## src/rtl/uart_receiver.sv

```systemverilog
// rtl/uart_receiver.sv - 8N1 UART receiver that packs WIDTH/8 bytes into one word
// Bytes fill the word LSB-first; stop-bit errors drop the partial word.
module uart_receiver #(
  parameter int WIDTH        = 32,
  parameter int CLKS_PER_BIT = 434
) (
  input  logic             clk,
  input  logic             rst_n,
  input  logic             din,
  output logic [WIDTH-1:0] dout,
  output logic             valid,
  output logic             err,
  output logic             busy
);

  localparam int NBYTES = WIDTH / 8;
  localparam int H      = CLKS_PER_BIT / 2;
  localparam int CW     = $clog2(CLKS_PER_BIT);
  localparam int BW     = (NBYTES > 1) ? $clog2(NBYTES) : 1;

  localparam logic [CW-1:0] CNT_LAST  = CW'(CLKS_PER_BIT - 1);
  localparam logic [CW-1:0] CNT_HALF  = CW'(H - 1);
  localparam logic [BW-1:0] BYTE_LAST = BW'(NBYTES - 1);

  typedef enum logic [2:0] {IDLE, START, DATA, STOP, BREAK} state_t;

  state_t           state, next_state;
  logic             s_meta, s;
  logic [CW-1:0]    cnt;
  logic [2:0]       bit_idx;
  logic [BW-1:0]    byte_idx;
  logic [7:0]       shreg;
  logic [WIDTH-1:0] asm_word, word_next;
  logic             tick;

  always_ff @(posedge clk or negedge rst_n) begin
    if (!rst_n) begin
      s_meta <= 1'b1;
      s      <= 1'b1;
      state  <= IDLE;
    end else begin
      s_meta <= din;
      s      <= s_meta;
      state  <= next_state;
    end
  end

  always_comb begin
    next_state = state;
    tick       = 1'b0;
    case (state)
      IDLE:  if (!s) next_state = START;
      START: if (cnt == CNT_HALF) begin
        tick       = 1'b1;
        next_state = s ? IDLE : DATA;
      end
      DATA:  if (cnt == CNT_LAST) begin
        tick = 1'b1;
        if (bit_idx == 3'd7) next_state = STOP;
      end
      STOP:  if (cnt == CNT_LAST) begin
        tick       = 1'b1;
        next_state = s ? IDLE : BREAK;
      end
      BREAK: if (s) next_state = IDLE;
      default: next_state = IDLE;
    endcase
  end

  // Assembled word with the just-received byte merged in at the current slot
  always_comb begin
    word_next = asm_word;
    for (int b = 0; b < NBYTES; b++) begin
      if (byte_idx == BW'(b)) word_next[b*8 +: 8] = shreg;
    end
  end

  always_ff @(posedge clk or negedge rst_n) begin
    if (!rst_n) begin
      cnt      <= '0;
      bit_idx  <= '0;
      byte_idx <= '0;
      shreg    <= '0;
      asm_word <= '0;
      dout     <= '0;
      valid    <= 1'b0;
      err      <= 1'b0;
    end else begin
      valid <= 1'b0;
      err   <= 1'b0;
      if (state == IDLE || state == BREAK || tick) cnt <= '0;
      else                                         cnt <= cnt + CW'(1);
      if (tick) begin
        case (state)
          START: bit_idx <= '0;
          DATA: begin
            shreg[bit_idx] <= s;
            bit_idx        <= bit_idx + 3'd1;
          end
          STOP: begin
            if (s) begin
              asm_word <= word_next;
              if (byte_idx == BYTE_LAST) begin
                dout     <= word_next;
                valid    <= 1'b1;
                byte_idx <= '0;
              end else begin
                byte_idx <= byte_idx + BW'(1);
              end
            end else begin
              err      <= 1'b1;
              byte_idx <= '0;
            end
          end
          default: ;
        endcase
      end
    end
  end

  assign busy = (state != IDLE) || (byte_idx != '0);

endmodule
```

## config.mk

```make
export PLATFORM = sky130hd
export DESIGN_NAME = uart_receiver
export DESIGN_NICKNAME = d
export VERILOG_FILES = /design/src/rtl/uart_receiver.sv
export SDC_FILE = /design/constraint.sdc
export NUM_CORES = 1
export LEC_CHECK = 0
export ABC_AREA = 1
export ABC_CLOCK_PERIOD_IN_PS = 2700
export CORE_MARGIN = 2
export CORE_UTILIZATION = 39
export DETAILED_ROUTE_END_ITERATION = 8
export GPL_TIMING_DRIVEN = 0
export PLACE_DENSITY = 0.55
export SLEW_MARGIN = 20
export SYNTH_ARGS = -nofsm -noshare
export SYNTH_HDL_FRONTEND = slang
export SYNTH_SLANG_ARGS = --single-unit
```

## constraint.sdc

```tcl
create_clock -name clk -period 2.7 [get_ports clk]
set_input_delay 0.54 -clock clk [delete_from_list [all_inputs] [get_ports clk]]
set_output_delay 0.54 -clock clk [all_outputs]
set_load 0.02 [all_outputs]
```

==> impl_metrics.tcl, run 1 <==
set metrics [dict create \
    outcome "finished clean" \
    finalSetupViolations 0 \
    route.final.wire_length_um 8540 \
    die_y_um 106 \
    maxCapViolations 0 \
    cts_root_buf "clkbuf_8" \
    swShare_pct 20.9 \
    viasPerCell 4.61 \
    final.setup.tns_ns 0 \
    ios 38 \
    gp_congestion 0.808 \
    maxSlewHeadroom_pct 54.1 \
    cts_hold_buf 0 \
    clock_latency_ns 0.34 \
    rr_worst_depth 11 \
    synth_enable_flop_cells 0 \
    fmax_ghz 0.435 \
    whs_ns 0.230 \
    cts.reportedPaths.clkPinSlew_ns 0.08 \
    hold_class "input pin to asynchronous set/reset pin" \
    grt_pass1_vias 3195 \
    yosysSeqAreaShare_pct 52.1 \
    synth_top_cell_by_area "dfrtp_1" \
    cts_buffers 9 \
    clock-sinks 85 \
    finalCritPeriodShare_pct 85.1 \
    dieArea_um2 11300 \
    critical_path.endpoint_type "output pin" \
    cts_tree "done" \
    wl_per_cell_um 12.2 \
    rsz0062_at_grt "no" \
    area_growth_pct 18.1 \
    synth_top_cells_by_area "dfrtp_1, nand2_1, inv_1, nand3_1, o21ai_0" \
    grt_max_degree 54 \
    firstDrtPassIters 4 \
    power_frac_comb_pct 1.7 \
    synth_cells 511 \
    fin_nets 571 \
    clockBufferDepth 2 \
    cts_setup_buffers 0 \
    pwr-share-clk_pct 38.5 \
    detail-route-antenna-nets 0 \
    drt_iter0_drc 211 \
    initial_utilization_pct 39.9 \
    yosysMostFrequentCell "nand2_1" \
    synth_flop_cell "dfrtp_1" \
    drive_above_1_share_pct 9.06 \
    crit_required_ns 2.16 \
    synth.distinct_cells 22 \
    synth.net_count 523 \
    synth_common_cells "nand2_1, dfrtp_1, inv_1, nand3_1, o21ai_0" \
    grtUsageTotal_pct 16.7 \
    share_seq_of_total_power_pct 59.8 \
    internal_power_mw 1.69 \
    power_switching_mw 0.446 \
    drc_errors 0 \
    finalHoldViolations 0 \
    rows 37 \
    cp_max_fo 10 \
    core_area_um2 10200 \
    drv_slew 0 \
    cellPowerDensity_nw_per_um2 442 \
    yosysTopAreaCellShare_pct 50.8 \
    yosysWarnings 0 \
    fin_worst_skew_ns 0.00812 \
    die_width_um 106 \
    tightest_slew_ns 0.688 \
    irDropWorstVdd_mv 0.229 \
    arrival_ns 1.76 \
    min_period_ns 2.30 \
    syn_area_um2 4090 \
    synth-seq-cells 85 \
    path_class "register to output pin" \
    overflow 0 \
    htreeDepth 3 \
    antennaDiodeCount 0 \
    vias 3225 \
    power_mw 2.13 \
    power.leakage_nw 2.45 \
    port_buffers 37 \
    grt_antenna_before_repair 0 \
    fin_util_pct 47.2 \
    critPathLaunchType "register" \
    synthArstFlopShare_pct 100 \
    grt_pass1_wl_um 15000 \
    syn_area_per_cell_um2 8.00 \
    hpwl_um 6210 \
]
## final timing paths
check	from	slack [ns]	end
min in group clk	s_meta	0.36	s
min	rst_n	0.23	dout[23]
max	byte_idx[0]	0.40	busy
max reg2reg	cnt[1]	0.92	asm_word[22]
max in group asynchronous	rst_n	1.86	dout[17]
min reg2reg	s_meta	0.36	s
## stage by stage
stage          std cells  instance area [um2]  setup slack [ns]
6_report             699                 4820             0.402
2_1_floorplan        511                 4090             0.854
3_5_place_dp         685                 4640             0.152
3_3_place_gp         684                 4630             -2.15
5_1_grt              699                 4820             0.294
4_1_cts              699                 4820            0.0700
## worst max-delay path, stage by stage, from the launching register on
cell and delay, ns:
dfrtp_1 0.43, inv_1 0.10, ha_2 0.26, clkbuf_2 0.25
nand3_1 0.13, dlymetal6s2s_1 0.23
## power groups by stage
| stage | Sequential, mW | Clock, mW | Combinational, mW |
|---|---|---|---|
| finish | 1.28 | 0.821 | 0.0352 |
| global route | 1.28 | 0.905 | 0.0423 |
| CTS | 1.27 | 0.860 | 0.0381 |
| detailed placement | 1.30 | 0 | 0.0380 |
| global placement | 1.30 | 0 | 0.0346 |
| floorplan | 1.30 | 0 | 0.00400 |
## cells by family after synthesis
group	Yosys count	synth area share (%)
adder cells (fa/ha/maj)	9	2.76
AND/OR/NAND/NOR	248	25.8
flip-flops	85	52.1
AO/OA/AOI/OAI	67	8.57
buffers and inverters	99	10.1
XOR/XNOR	3	0.643
## sequential cells by signal, summed over array words and instances, names as in the netlist
| signal | count |
|---|---|
| valid | 1 |
| dout | 32 |
| s | 1 |
| byte_idx | 2 |
| asm_word | 24 |
| err | 1 |
| state | 3 |
| shreg | 8 |
| bit_idx | 3 |
| s_meta | 1 |
| cnt | 9 |
## repair_timing
item | 4_1_cts | 5_1_grt
cloned | 0 | 0
resized for setup | 2 | 1
setup endpoints to repair | 1 | 1
## layer usage
metal | wire length [um] | vias to the layer above | GRT usage (%)
met1 | 4090 | 1487 | 21.8
met2 | 4120 | 44 | 28.1
li1 | - | 1686 | -
met5 | 0 | - | 0
met3 | 238 | 8 | 3.86
met4 | 98 | 0 | 4.23
## placed cells by master (no fill, tap or decap), types with 2 or more instances in the layout
cell             instances
buf_2                   14
buf_6                    3
o21ai_0                 35
clkdlybuf4s50_1         35
clkbuf_8                12
nor2_4                   3
dfstp_2                  2
inv_1                   70
o21ai_1                 28
clkbuf_1                 8
nand2_1                163
inv_2                    4
nor2_1                  26
o21ai_2                  4
xor2_1                   2
nand3_1                 40
nand2_2                  2
ha_1                     8
dfrtp_1                 83
nand4_1                 11
## layout make-up
type	count	area [um2]
fillers	1003	5410
flip-flops and latches	85	2130
multi-input cells	327	1550
repair buffers	38	390
inverters	74	278
clock buffers	14	173
well taps	136	170
plain buffers	24	131
clock inverters	1	5.00
Note: power is estimated with default switching activity, not from simulation.
==> run 2: changes to the inputs <==
--- a/config.mk
+++ b/config.mk
@@ -8,10 +8,10 @@
 export ABC_AREA = 1
 export ABC_CLOCK_PERIOD_IN_PS = 2700
 export CORE_MARGIN = 2
-export CORE_UTILIZATION = 39
+export CORE_UTILIZATION = 55
 export DETAILED_ROUTE_END_ITERATION = 8
 export GPL_TIMING_DRIVEN = 0
-export PLACE_DENSITY = 0.55
+export PLACE_DENSITY = 0.74
 export SLEW_MARGIN = 20
 export SYNTH_ARGS = -nofsm -noshare
 export SYNTH_HDL_FRONTEND = slang
==> impl_metrics.tcl, run 2 (same netlist as run 1, synthesis figures left out) <==
set metrics [dict create \
    cts_root_buf "clkbuf_8" \
    final.setup.tns_ns 0 \
    die_width_um 90.2 \
    die_y_um 90.2 \
    maxCapViolations 0 \
    seq_area_um2 2130 \
    drt_iter0_drc 200 \
    detail-route-antenna-nets 0 \
    cellPowerDensity_nw_per_um2 490 \
    hold_class "input pin to asynchronous set/reset pin" \
    area_growth_pct 18.4 \
    grt_max_degree 47 \
    cts_setup_buffers 0 \
    clock-sinks 85 \
    irDropWorstVdd_mv 0.323 \
    firstDrtPassIters 5 \
    fin_nets 570 \
    rsz0062_at_grt "no" \
    clockBufferDepth 2 \
    regMostFlops "dout" \
    hpwl_um 6040 \
    vias 3332 \
    arrival_ns 1.94 \
    power.leakage_nw 2.48 \
    fin_util_pct 67.1 \
    multi_input_area_um2 1550 \
    critPathMaxStageDelay_ns 0.56 \
    drc_errors 0 \
    final_cell_mix "nand2_1, dfrtp_1, inv_1" \
    grt_pass1_wl_um 15000 \
    fin_worst_skew_ns 0.0127 \
    cts_buffers 9 \
    cp_max_fo 17 \
    path_cells "inv_1 -> ha_2 -> nand3_1 -> clkdlybuf4s50_1" \
    core_area_um2 7210 \
    gp_congestion 0.867 \
    wl_per_cell_um 13.0 \
    mostFrequentLayoutCell "nand2_1" \
    fmax_ghz 0.403 \
    port_buffers 37 \
    dpl_cell_area_um2 4610 \
    tightest_slew_ns 0.522 \
    path_class "register to output pin" \
    maxSlewHeadroom_pct 65.2 \
    ios 38 \
    fill_cells 636 \
    crit_required_ns 2.16 \
    cpMaxStageDelayCell "clkdlybuf4s50_1" \
    finalSetupViolations 0 \
    drive_above_1_share_pct 9.41 \
    finalCritPeriodShare_pct 92.0 \
    reg_top3 "dout: 32 flops, asm_word: 24 flops, cnt: 9 flops" \
    dieArea_um2 8140 \
    grtUsageTotal_pct 23.2 \
    rows 31 \
    finalHoldViolations 0 \
    clock_latency_ns 0.36 \
    drv_slew 0 \
    htreeDepth 3 \
    overflow 0 \
    outcome "finished clean" \
    route.final.wire_length_um 8600 \
    grt_antenna_before_repair 0 \
    initial_utilization_pct 56.6 \
    min_period_ns 2.48 \
    critPathLaunchType "register" \
    whs_ns 0.159 \
    antennaDiodeCount 0 \
    cts.reportedPaths.clkPinSlew_ns 0.09 \
    cts_tree "done" \
    fin_area_um2 4840 \
    rrSetupSlack_ns 0.93 \
    critical_path.endpoint_type "output pin" \
    viasPerCell 5.03 \
    largest_reg_flops 32 \
    cts_hold_buf 0 \
    grt_pass1_vias 3186 \
]
## run 2: worst paths after layout
check	startpoint	to	depth (start not counted)
max	byte_idx[0]	busy	4
min	rst_n	dout[14]	1
max reg2reg	cnt[1]	asm_word[21]	11
min reg2reg	s_meta	s	0
max in group asynchronous	rst_n	shreg[3]	2
min in group clk	s_meta	s	0
## run 2: repair_timing
item / in CTS / in global routing
endpoints found under the setup margin: 1 / 1
pin swaps: 0 / 0
resized for setup: 1 / 1
## run 2: per-layer routing
metal | share of wire [%] | up-vias | global-route usage, % | wire length (um)
met5 | 0 | - | 0 | 0
met4 | 1.9 | 0 | 9.10 | 167
met3 | 4.1 | 17 | 4.44 | 354
met2 | 47 | 83 | 36.2 | 4050
met1 | 47 | 1544 | 32.4 | 4030
li1 | - | 1688 | - | -
## run 2: through the flow
| stage | total power, mW | worst slack [ns] | instances |
|---|---|---|---|
| 2_1_floorplan | 1.30 | 0.854 | 511 |
| 3_3_place_gp | 1.33 | -1.94 | 647 |
| 3_5_place_dp | 1.34 | 0.163 | 648 |
| 4_1_cts | 2.39 | 0.00452 | 663 |
| 5_1_grt | 2.45 | 0.0746 | 662 |
| 6_report | 2.37 | 0.216 | 662 |
## run 2: critical path, delay by kind of cell (launching register included)
kind	cells	cell delay [ns]
buf+inv	2	0.67
simple gates	1	0.14
flops	1	0.44
fa+ha+maj	1	0.35
## run 2: power breakdown
part           total [mW]  switching [mW]  internal [mW]
Clock                1.06           0.449          0.611
Combinational      0.0363          0.0290        0.00728
Sequential           1.27        0.000595           1.27
## run 2: final cells by class
| class | count | share of cell area (%) |
|---|---|---|
| buffer | 23 | 2.61 |
| clock buffer | 9 | 2.56 |
| clock inverter | 7 | 2.35 |
| inverter | 74 | 5.74 |
| multi-input combinational | 327 | 32.0 |
| sequential | 85 | 44.0 |
| tap | 99 | 2.56 |
| timing repair buffer | 38 | 8.17 |
==> run 3: changes to the inputs <==
--- a/config.mk
+++ b/config.mk
@@ -7,6 +7,7 @@
 export LEC_CHECK = 0
 export ABC_AREA = 1
 export ABC_CLOCK_PERIOD_IN_PS = 2700
+export CAP_MARGIN = 20
 export CORE_MARGIN = 2
 export CORE_UTILIZATION = 55
 export DETAILED_ROUTE_END_ITERATION = 8
==> results of run 3 <==
No change in the layout: final DEF, timing and power equal those of run 2.
